<file path="src/rtl/pipe_pkg.sv">
// Shared pipeline definitions: bubble encoding, word size and fetch FSM states.
package pipe_pkg;
    localparam logic [31:0] NOP_INSTR_C = 32'h0000_0000;
    localparam logic [31:0] WORD_BYTES  = 32'd4;

    typedef enum logic [1:0] {FETCH, HOLD, DRAIN} fetch_state_e;

    function automatic logic [31:0] next_word(input logic [31:0] a);
        return a + WORD_BYTES;
    endfunction
endpackage

</file>
<file path="src/rtl/if_fetch_stage_if.sv">
// Instruction-memory request/valid handshake; fetch stage is the master.
interface if_fetch_stage_if;
    logic        imem_req;
    logic [31:0] imem_addr;
    logic [31:0] imem_rdata;
    logic        imem_valid;

    modport master (output imem_req, imem_addr, input imem_rdata, imem_valid);
    modport slave  (input imem_req, imem_addr, output imem_rdata, imem_valid);
endinterface

</file>
<file path="src/rtl/if_fetch_stage_if2id.sv">
// IF/ID pipeline register: bubble beats load, otherwise contents hold.
module IF2ID
    import pipe_pkg::*;
#(
    parameter logic [31:0] NOP_INSTR = NOP_INSTR_C
) (
    input  logic        clk,
    input  logic        rst,
    input  logic        load,
    input  logic        bubble,
    input  logic [31:0] instr_in,
    input  logic [31:0] next_in,
    output logic [31:0] Instruction,
    output logic [31:0] Next_Address,
    output logic        if_valid
);
    logic [31:0] instr_q, instr_d, next_q, next_d;
    logic        valid_q, valid_d;

    always_comb begin
        instr_d = instr_q;
        next_d  = next_q;
        valid_d = valid_q;
        if (bubble) begin
            instr_d = NOP_INSTR;
            next_d  = 32'h0;
            valid_d = 1'b0;
        end else if (load) begin
            instr_d = instr_in;
            next_d  = next_in;
            valid_d = 1'b1;
        end
    end

    always_ff @(posedge clk) begin
        if (!rst) begin
            instr_q <= NOP_INSTR;
            next_q  <= 32'h0;
            valid_q <= 1'b0;
        end else begin
            instr_q <= instr_d;
            next_q  <= next_d;
            valid_q <= valid_d;
        end
    end

    assign Instruction  = instr_q;
    assign Next_Address = next_q;
    assign if_valid     = valid_q;
endmodule

</file>
<file path="src/rtl/if_fetch_stage.sv">
// Instruction fetch: PC, single-outstanding imem handshake, IF/ID register.
// Define IF_MISALIGN_CHK_EN to align redirect targets and flag misaligned ones.
module if_fetch_stage
    import pipe_pkg::*;
#(
    parameter logic [31:0] RESET_PC  = 32'h0000_0000,
    parameter logic [31:0] NOP_INSTR = NOP_INSTR_C
) (
    input  logic                     clk,
    input  logic                     rst,
    input  logic                     PCWrite,
    input  logic                     freeze,
    input  logic                     PCSrc,
    input  logic [31:0]              Branch_Address,
    input  logic                     flush,
    if_fetch_stage_if.master         imem,
    output logic [31:0]              Instruction,
    output logic [31:0]              Next_Address,
    output logic                     if_valid,
    output logic                     fetch_err
);
    fetch_state_e state_q, state_d;
    logic [31:0]  pc_q, pc_d, req_addr_q, req_addr_d, hold_buf_q, hold_buf_d;
    logic [31:0]  tgt, seq_addr, ifid_instr, ifid_next;
    logic         stall, ifid_load, ifid_bubble;

    assign stall    = freeze | ~PCWrite;
    assign seq_addr = next_word(req_addr_q);

`ifdef IF_MISALIGN_CHK_EN
    logic err_q, err_d;
    assign tgt       = {Branch_Address[31:2], 2'b00};
    assign fetch_err = err_q;
    assign err_d     = err_q | (PCSrc & (|Branch_Address[1:0]));
`else
    assign tgt       = Branch_Address;
    assign fetch_err = 1'b0;
`endif

    always_comb begin
        state_d     = state_q;
        pc_d        = pc_q;
        req_addr_d  = req_addr_q;
        hold_buf_d  = hold_buf_q;
        ifid_load   = 1'b0;
        ifid_bubble = 1'b0;
        if (PCSrc) begin
            pc_d        = tgt;
            ifid_bubble = 1'b1;
            case (state_q)
                FETCH: begin
                    // A pending request must finish before the target can be issued.
                    if (imem.imem_valid) req_addr_d = tgt;
                    else                 state_d    = DRAIN;
                end
                HOLD: begin
                    req_addr_d = tgt;
                    state_d    = FETCH;
                end
                default: ;
            endcase
        end else begin
            case (state_q)
                FETCH: begin
                    if (imem.imem_valid) begin
                        pc_d = seq_addr;
                        if (stall | flush) begin
                            hold_buf_d  = imem.imem_rdata;
                            ifid_bubble = flush;
                            state_d     = HOLD;
                        end else begin
                            ifid_load  = 1'b1;
                            req_addr_d = seq_addr;
                        end
                    end else if (flush | ~stall) begin
                        ifid_bubble = 1'b1;
                    end
                end
                HOLD: begin
                    if (flush) begin
                        ifid_bubble = 1'b1;
                    end else if (!stall) begin
                        ifid_load  = 1'b1;
                        req_addr_d = pc_q;
                        state_d    = FETCH;
                    end
                end
                default: begin
                    ifid_bubble = 1'b1;
                    if (imem.imem_valid) begin
                        req_addr_d = pc_q;
                        state_d    = FETCH;
                    end
                end
            endcase
        end
    end

    always_ff @(posedge clk) begin
        if (!rst) begin
            state_q    <= FETCH;
            pc_q       <= RESET_PC;
            req_addr_q <= RESET_PC;
            hold_buf_q <= 32'h0;
`ifdef IF_MISALIGN_CHK_EN
            err_q      <= 1'b0;
`endif
        end else begin
            state_q    <= state_d;
            pc_q       <= pc_d;
            req_addr_q <= req_addr_d;
            hold_buf_q <= hold_buf_d;
`ifdef IF_MISALIGN_CHK_EN
            err_q      <= err_d;
`endif
        end
    end

    assign imem.imem_req  = ((state_q == FETCH) | (state_q == DRAIN)) & rst;
    assign imem.imem_addr = req_addr_q;

    // In HOLD pc already points past the buffered word.
    assign ifid_instr = (state_q == HOLD) ? hold_buf_q : imem.imem_rdata;
    assign ifid_next  = (state_q == HOLD) ? pc_q : seq_addr;

    IF2ID #(.NOP_INSTR(NOP_INSTR)) u_if2id (
        .clk          (clk),
        .rst          (rst),
        .load         (ifid_load),
        .bubble       (ifid_bubble),
        .instr_in     (ifid_instr),
        .next_in      (ifid_next),
        .Instruction  (Instruction),
        .Next_Address (Next_Address),
        .if_valid     (if_valid)
    );
endmodule

</file>
<file path="src/flat_wrapper.sv">
// flat-port wrapper written by rule: the top's interface ports become plain ports
module if_fetch_stage_flat import pipe_pkg::*;
#(
    parameter logic [31:0] RESET_PC  = 32'h0000_0000,
    parameter logic [31:0] NOP_INSTR = NOP_INSTR_C
)
  (clk, rst, PCWrite, freeze, PCSrc, Branch_Address, flush, Instruction, Next_Address, if_valid, fetch_err, imem_imem_req, imem_imem_addr, imem_imem_rdata, imem_imem_valid);
  if_fetch_stage_if imem_i ();
  input  logic clk;
  input  logic rst;
  input  logic PCWrite;
  input  logic freeze;
  input  logic PCSrc;
  input  logic [31:0] Branch_Address;
  input  logic flush;
  output logic [31:0] Instruction;
  output logic [31:0] Next_Address;
  output logic if_valid;
  output logic fetch_err;
  output wire logic [$bits(imem_i.imem_req)-1:0] imem_imem_req;
  output wire logic [$bits(imem_i.imem_addr)-1:0] imem_imem_addr;
  input wire logic [$bits(imem_i.imem_rdata)-1:0] imem_imem_rdata;
  input wire logic [$bits(imem_i.imem_valid)-1:0] imem_imem_valid;
  assign imem_imem_req = imem_i.imem_req;
  assign imem_imem_addr = imem_i.imem_addr;
  assign imem_i.imem_rdata = imem_imem_rdata;
  assign imem_i.imem_valid = imem_imem_valid;
  if_fetch_stage #(.RESET_PC(RESET_PC), .NOP_INSTR(NOP_INSTR)) u_core (.clk(clk), .rst(rst), .PCWrite(PCWrite), .freeze(freeze), .PCSrc(PCSrc), .Branch_Address(Branch_Address), .flush(flush), .imem(imem_i), .Instruction(Instruction), .Next_Address(Next_Address), .if_valid(if_valid), .fetch_err(fetch_err));
endmodule
</file>
<file path="config.mk">
export PLATFORM = sky130hd
export DESIGN_NAME = if_fetch_stage_flat
export DESIGN_NICKNAME = d
export VERILOG_FILES = /design/src/rtl/pipe_pkg.sv /design/src/rtl/if_fetch_stage_if.sv /design/src/rtl/if_fetch_stage_if2id.sv /design/src/rtl/if_fetch_stage.sv /design/src/flat_wrapper.sv
export SDC_FILE = /design/constraint.sdc
export NUM_CORES = 1
export LEC_CHECK = 0
export CAP_MARGIN = 5
export CORE_MARGIN = 3
export CORE_UTILIZATION = 30
export DETAILED_ROUTE_END_ITERATION = 16
export PLACE_DENSITY_LB_ADDON = 0.1
export SYNTH_ARGS = -nofsm -noshare
export SYNTH_HDL_FRONTEND = slang
export SYNTH_SLANG_ARGS = --single-unit
export TNS_END_PERCENT = 50
</file>
<file path="constraint.sdc">
create_clock -name clk -period 3.01 [get_ports clk]
set_input_delay 0.301 -clock clk [delete_from_list [all_inputs] [get_ports clk]]
set_output_delay 0.301 -clock clk [all_outputs]
set_load 0.1 [all_outputs]
</file>
==> After elaboration in Yosys (flattened, before gate mapping) <==
Index checks and enable logic that the tools add are counted.
{ "totals": {"mem_bits_ro": 0, "memories": 0, "in_bits": 71, "ff_bits": 163, "elab_cells": 71, "mem_bits_rw": 0, "latch_bits": 0} }
{ "classes": {"eq_ne": 10, "mul": 0, "div": 0, "muxes": 35, "add_sub_neg": 1, "n_lt_le_gt_ge": 0, "bitwise": 9, "n_reduce_logical": 9, "shift": 0} }
{ "ops": {"columns": ["operator", "count"], "rows": [
  ["$mux W32", 12],
  ["$pmux W32 S2", 2],
  ["$add A32 B3 Y32 const B", 1],
  ["$ne A3 B3 Y1 const B", 5],
  ["$mux W2", 7],
  ["$mux W1", 10],
  ["$pmux W2 S2", 2],
  ["$reduce_and A7 Y1", 1],
  ["$reduce_and A6 Y1", 1],
  ["$not A1 Y1", 4],
  ["$or A1 B1 Y1", 4],
  ["$pmux W1 S2", 2],
  ["$reduce_and A4 Y1", 1],
  ["$reduce_bool A2 Y1", 2],
  ["$ne A3 B1 Y1 const B", 1],
  ["$ne A3 B2 Y1 const B", 1],
  ["$reduce_bool A3 Y1", 1],
  ["$eq A2 B1 Y1 const B", 1],
  ["$eq A2 B2 Y1 const B", 1],
  ["$logic_not A2 Y1", 1],
  ["$ne A2 B2 Y1 const B", 1],
  ["$reduce_and A2 Y1", 1],
  ["$reduce_or A2 Y1", 1],
  ["$and A1 B1 Y1", 1]
]} }

==> Logic depth before layout (Yosys ltp) <==
{ "logic_depth": {"depth_word": 9, "mapped_depth": 8} }

==> By module <==
A second synthesis with hierarchy kept.
{ "hier_totals": {"hier_cells": 966, "area_unflattened_um2": 8075.2} }
{ "modules_own_cells": {"columns": ["module", "seq_area_each_um2", "cells_per_inst", "area_each_um2", "n_inst"], "rows": [
  ["if_fetch_stage", 1961.9, 756, 5750.5, 1],
  ["IF2ID", 1301.2, 210, 2324.7, 1]
]} }

==> Worst setup path before layout <==
OpenSTA, ideal clock, no wires.
{ "synth_timing": {"kind": "register -> register", "from": "register u_core.req_addr_q[2] (netlist: u_core.imem.imem_addr[2])", "to": "register u_core.u_if2id.next_q[14] (netlist: u_core.u_if2id.Next_Address[14])", "t_required_ns": 2.918, "path_slack_ns": 0.376, "n_path_buf": 1, "synth_period_minus_slack_ns": 2.634, "path_stages_with_launch": 8, "arrival_time_ns": 2.542, "cell_sequence": "dfxtp_1 ha_1 nand4_1 buf_2 or4_1 nand2_1 nor2_1 nor4_1"} }
{ "synth_via": {"elab_chain_cells": 2} }
{ "synth_rtl": {"columns": ["item", "line_no", "text"], "rows": [
  ["from (decl)", "if_fetch_stage.sv:23", "logic [31:0] pc_q, pc_d, req_addr_q, req_addr_d, hold_buf_q, hold_buf_d;"],
  ["from (signal assigned)", "if_fetch_stage.sv:111", "req_addr_q <= req_addr_d;"],
  ["$add A32 B3 Y32", "pipe_pkg.sv:9", "return a + WORD_BYTES;"],
  ["$mux W32", "if_fetch_stage.sv:124", "assign ifid_next = (state_q == HOLD) ? pc_q : seq_addr;"],
  ["to (signal assigned)", "if_fetch_stage_if2id.sv:42", "next_q <= next_d;"],
  ["to (decl)", "if_fetch_stage_if2id.sv:17", "logic [31:0] instr_q, instr_d, next_q, next_d;"]
]} }
No other way between the ends.
A chain may end at the register's enable or synchronous reset.

==> Final worst setup path <==
{ "layout_timing": {"from": "register u_core.state_q[1]", "to": "register u_core.req_addr_q[11] (netlist: u_core.imem.imem_addr[11])"} }
{ "layout_via": {"elab_chain_cells": 3, "word_cells_on_any_way": 12, "classes_between": "eq/ne: 6; mux: 3; reduce/logical: 3"} }
{ "layout_rtl": {"columns": ["item", "line_no", "text"], "rows": [
  ["from (decl)", "if_fetch_stage.sv:22", "fetch_state_e state_q, state_d;"],
  ["from (signal assigned)", "if_fetch_stage.sv:109", "state_q <= state_d;"],
  ["$eq A2 B1 Y1 / $logic_not A2 Y1 (equally long branches)", "if_fetch_stage.sv:50, if_fetch_stage.sv:63", null],
  ["$ne A3 B1 Y1 (no line), or another cell as far along", null, null],
  ["$reduce_and A6 Y1 (no line) / $mux W32 (equally long branches)", null, null]
]} }
Parallel ways exist; a longest one is shown, timed or not.

==> reports/metrics.cfg <==
[status]
outcome=finished, final reports clean

[route]
ant_nets=0
drc_errors=0
viasPerCell=5.43
wl_per_cell_um=19.7
dr.pass1.iters=5
routed_wirelength_um=30100
vias=8268
drtIter0Drc=871

[worst_setup_path]
reg2reg_from=u_core.state_q[1]$_SDFFE_PN0P_
critPathSlowestCell=dfxtp_1
criticalPathCategory=flip-flop to flip-flop
critPathArrivalTime_ps=2680
r2r_cells=4
worstSetupStartpointType=flip-flop
r2r-end=u_core.imem.imem_addr[11]$_SDFFE_PN0P_
cp_cell_sequence=nor2_1 -> a221o_1 -> a2111oi_0 -> nor2_1
crit_top_cell=nor2_1
cp_max_fo=16
r2r_setup_slack_ps=620
path_buf_inv=0
crit_family=compound AO/OA/AOI/OAI gates
cp.required_ps=3310
timing.critical_path.to_type=flip-flop
cpPeakStageDelay_ps=690

[placed_design]
gp_congestion=0.855
portBuffers=168
hpwlAfterDp_um=20400

[clock_network]
cts_buffers=17
clock_path_buffers=2
cts_max_level=4
cts_sinks=163
path_clk_slew_ps=70
post_cts.repair.setup_buffers=0
cts_resized=0
cts_root_buffer=clkbuf_16
clk_latency_ps=430
cts_tree=done
cts_hold_buffers=0

[final_layout]
n_antenna_cell=0
fillers=2724
nets=1246
drive_gt1_share_pct=14.9
final_cell_mix=nand2_1 (206), dfxtp_1 (163), buf_4 (109)
syn_to_final_growth_pct=31.2
final_common_cell=nand2_1

[synthesis]
async_flop_share_pct=0
syn_avg_cell_area_um2=7.83
ys_warn_count=0
ys_seq_elements=163
yosys.area.top_type=dfxtp_1
synth.area.top_cells=dfxtp_1 (40%), nand2_1 (9.5%), a21oi_1 (5.3%)
syn_nets=1111
synth_ff_type=dfxtp_1
synth_cells=1039
yosysSeqAreaShare_pct=40.1
ys_types=71
netlist.area_leader.share_pct=40.1
synth_edf_count=0
syn_area_mm2=0.00814

[run]
cap_violations=0

[min_path]
min_path_type=input port to flip-flop
worstHoldStart=rst
hold_end=u_core.hold_buf_q[31]$_SDFFE_PN0P_
min_path_cells=2

[power]
p_leak_nw=3.88
powerDensity_mw_per_mm2=533
ir_worst_vdd_v=0.000284

[global_routing]
track_usage_pct=20.3
grt_pass1_vias=7744
antenna_found_initial=0
grt_max_degree=71
gr-total-overflow=0
grt_pass1_wl_um=46100

[sta]
tightest_slew_ps=1000
max_slew_margin_pct=33.0
finalMaxSlewViolations=0
tns_ps=0
setup_viol=0
min_period_ps=2390
hold_viol_final=0
fin_crit_sh_pct=79.3
holdWs_ps=205
skew_ps=16.6
clock.fmax_ghz=0.419
grt_setup_unrepaired=false

[die]
die_h_um=171
design.die.area_mm2=0.0291
fp.coreArea_mm2=0.0264
row_count=59
io_pins=170
start_util_pct=30.9
die_w_um=171

[how the worst max path moves through the flow]
stage / startpoint / depth (start not counted) / to / slack, ps
floorplan: u_core.imem.imem_addr[2]$_SDFFE_PN0P_ / 7 / u_core.u_if2id.Next_Address[14]$_SDFFE_PP0P_ / 380
global placement: flush / 5 / u_core.imem.imem_addr[11]$_SDFFE_PN0P_ / 400
detailed placement: flush / 5 / u_core.imem.imem_addr[12]$_SDFFE_PN0P_ / 360
CTS: u_core.state_q[1]$_SDFFE_PN0P_ / 4 / u_core.imem.imem_addr[11]$_SDFFE_PN0P_ / 660
global route: u_core.state_q[1]$_SDFFE_PN0P_ / 4 / u_core.imem.imem_addr[11]$_SDFFE_PN0P_ / 490
finish: u_core.state_q[1]$_SDFFE_PN0P_ / 4 / u_core.imem.imem_addr[11]$_SDFFE_PN0P_ / 620
[cells by family after synthesis]
logic type	synth area share, %
adders and majority gates	0.154
buffers and inverters	5.41
AOI/OAI and AO/OA	24.3
muxes	1.72
DFF	40.1
xor gates and xnor gates	2.48
other	0.0461
and+or+nand+nor	25.8
[layer usage]
| metal | vias up | global-route usage, % | wire length [um] | part of all wire, % |
|---|---|---|---|---|
| li1 | 4033 | - | - | - |
| met1 | 3936 | 28.9 | 14200 | 47 |
| met2 | 276 | 32.2 | 13600 | 45 |
| met3 | 23 | 3.51 | 1850 | 6.2 |
| met4 | 0 | 4.90 | 361 | 1.2 |
| met5 | - | 0 | 0 | 0 |
[Yosys cell counts (7+ instances only)]
cell type and number:
nand2_1 206, dfxtp_1 163, nor2_1 108, a21oi_1 86, clkbuf_1 50, o21ai_0 48
nand3_1 39, a311oi_1 37, buf_2 36, xor2_1 19, mux2i_1 14, nand4_1 12
a22oi_1 11, and3_1 11, nand2b_1 11, o211ai_1 11, a31oi_1 10, nor3_1 10
a211oi_1 9, a222oi_1 7, o22ai_1 7, o31ai_1 7
[flip-flops by register name (all words and copies together) (netlist names)]
name / flops
u_core.u_if2id.Instruction: 32
u_core.u_if2id.Next_Address: 32
u_core.u_if2id.if_valid: 1
u_core.state_q: 2
u_core.imem.imem_addr: 32
u_core.hold_buf_q: 32
u_core.pc_q: 32
[power by group]
part,internal (W),leakage [nW],switching [W]
combinational,0.000348,2.26,0.000744
clock,0.00113,0.290,0.00110
sequential,0.00225,1.33,0.000119
total,0.00373,3.88,0.00197
[metrics by stage]
stage / area, um2 / util, % / cells / power, W / setup slack [ps]
after global routing: 10700 / 40.5 / 1522 / 0.00593 / 492
after CTS: 10700 / 40.5 / 1522 / 0.00574 / 663
after floorplan: 8140 / - / 1039 / 0.00311 / 376
after detailed placement: 10100 / 38.2 / 1490 / 0.00351 / 361
after global placement: 10100 / 38.2 / 1490 / 0.00350 / 405
final: 10700 / 40.5 / 1522 / 0.00569 / 624
[area by class of cell]
type	count	area, um2	area share [%]
Tap cell	335	419	3.93
Multi-Input combinational cell	775	4460	41.8
Timing Repair Buffer	212	1900	17.8
Clock inverter	15	186	1.75
Sequential cell	163	3260	30.6
Inverter	5	18.8	0.176
Clock buffer	17	425	3.99
Note: power is estimated with default switching activity, not from simulation.
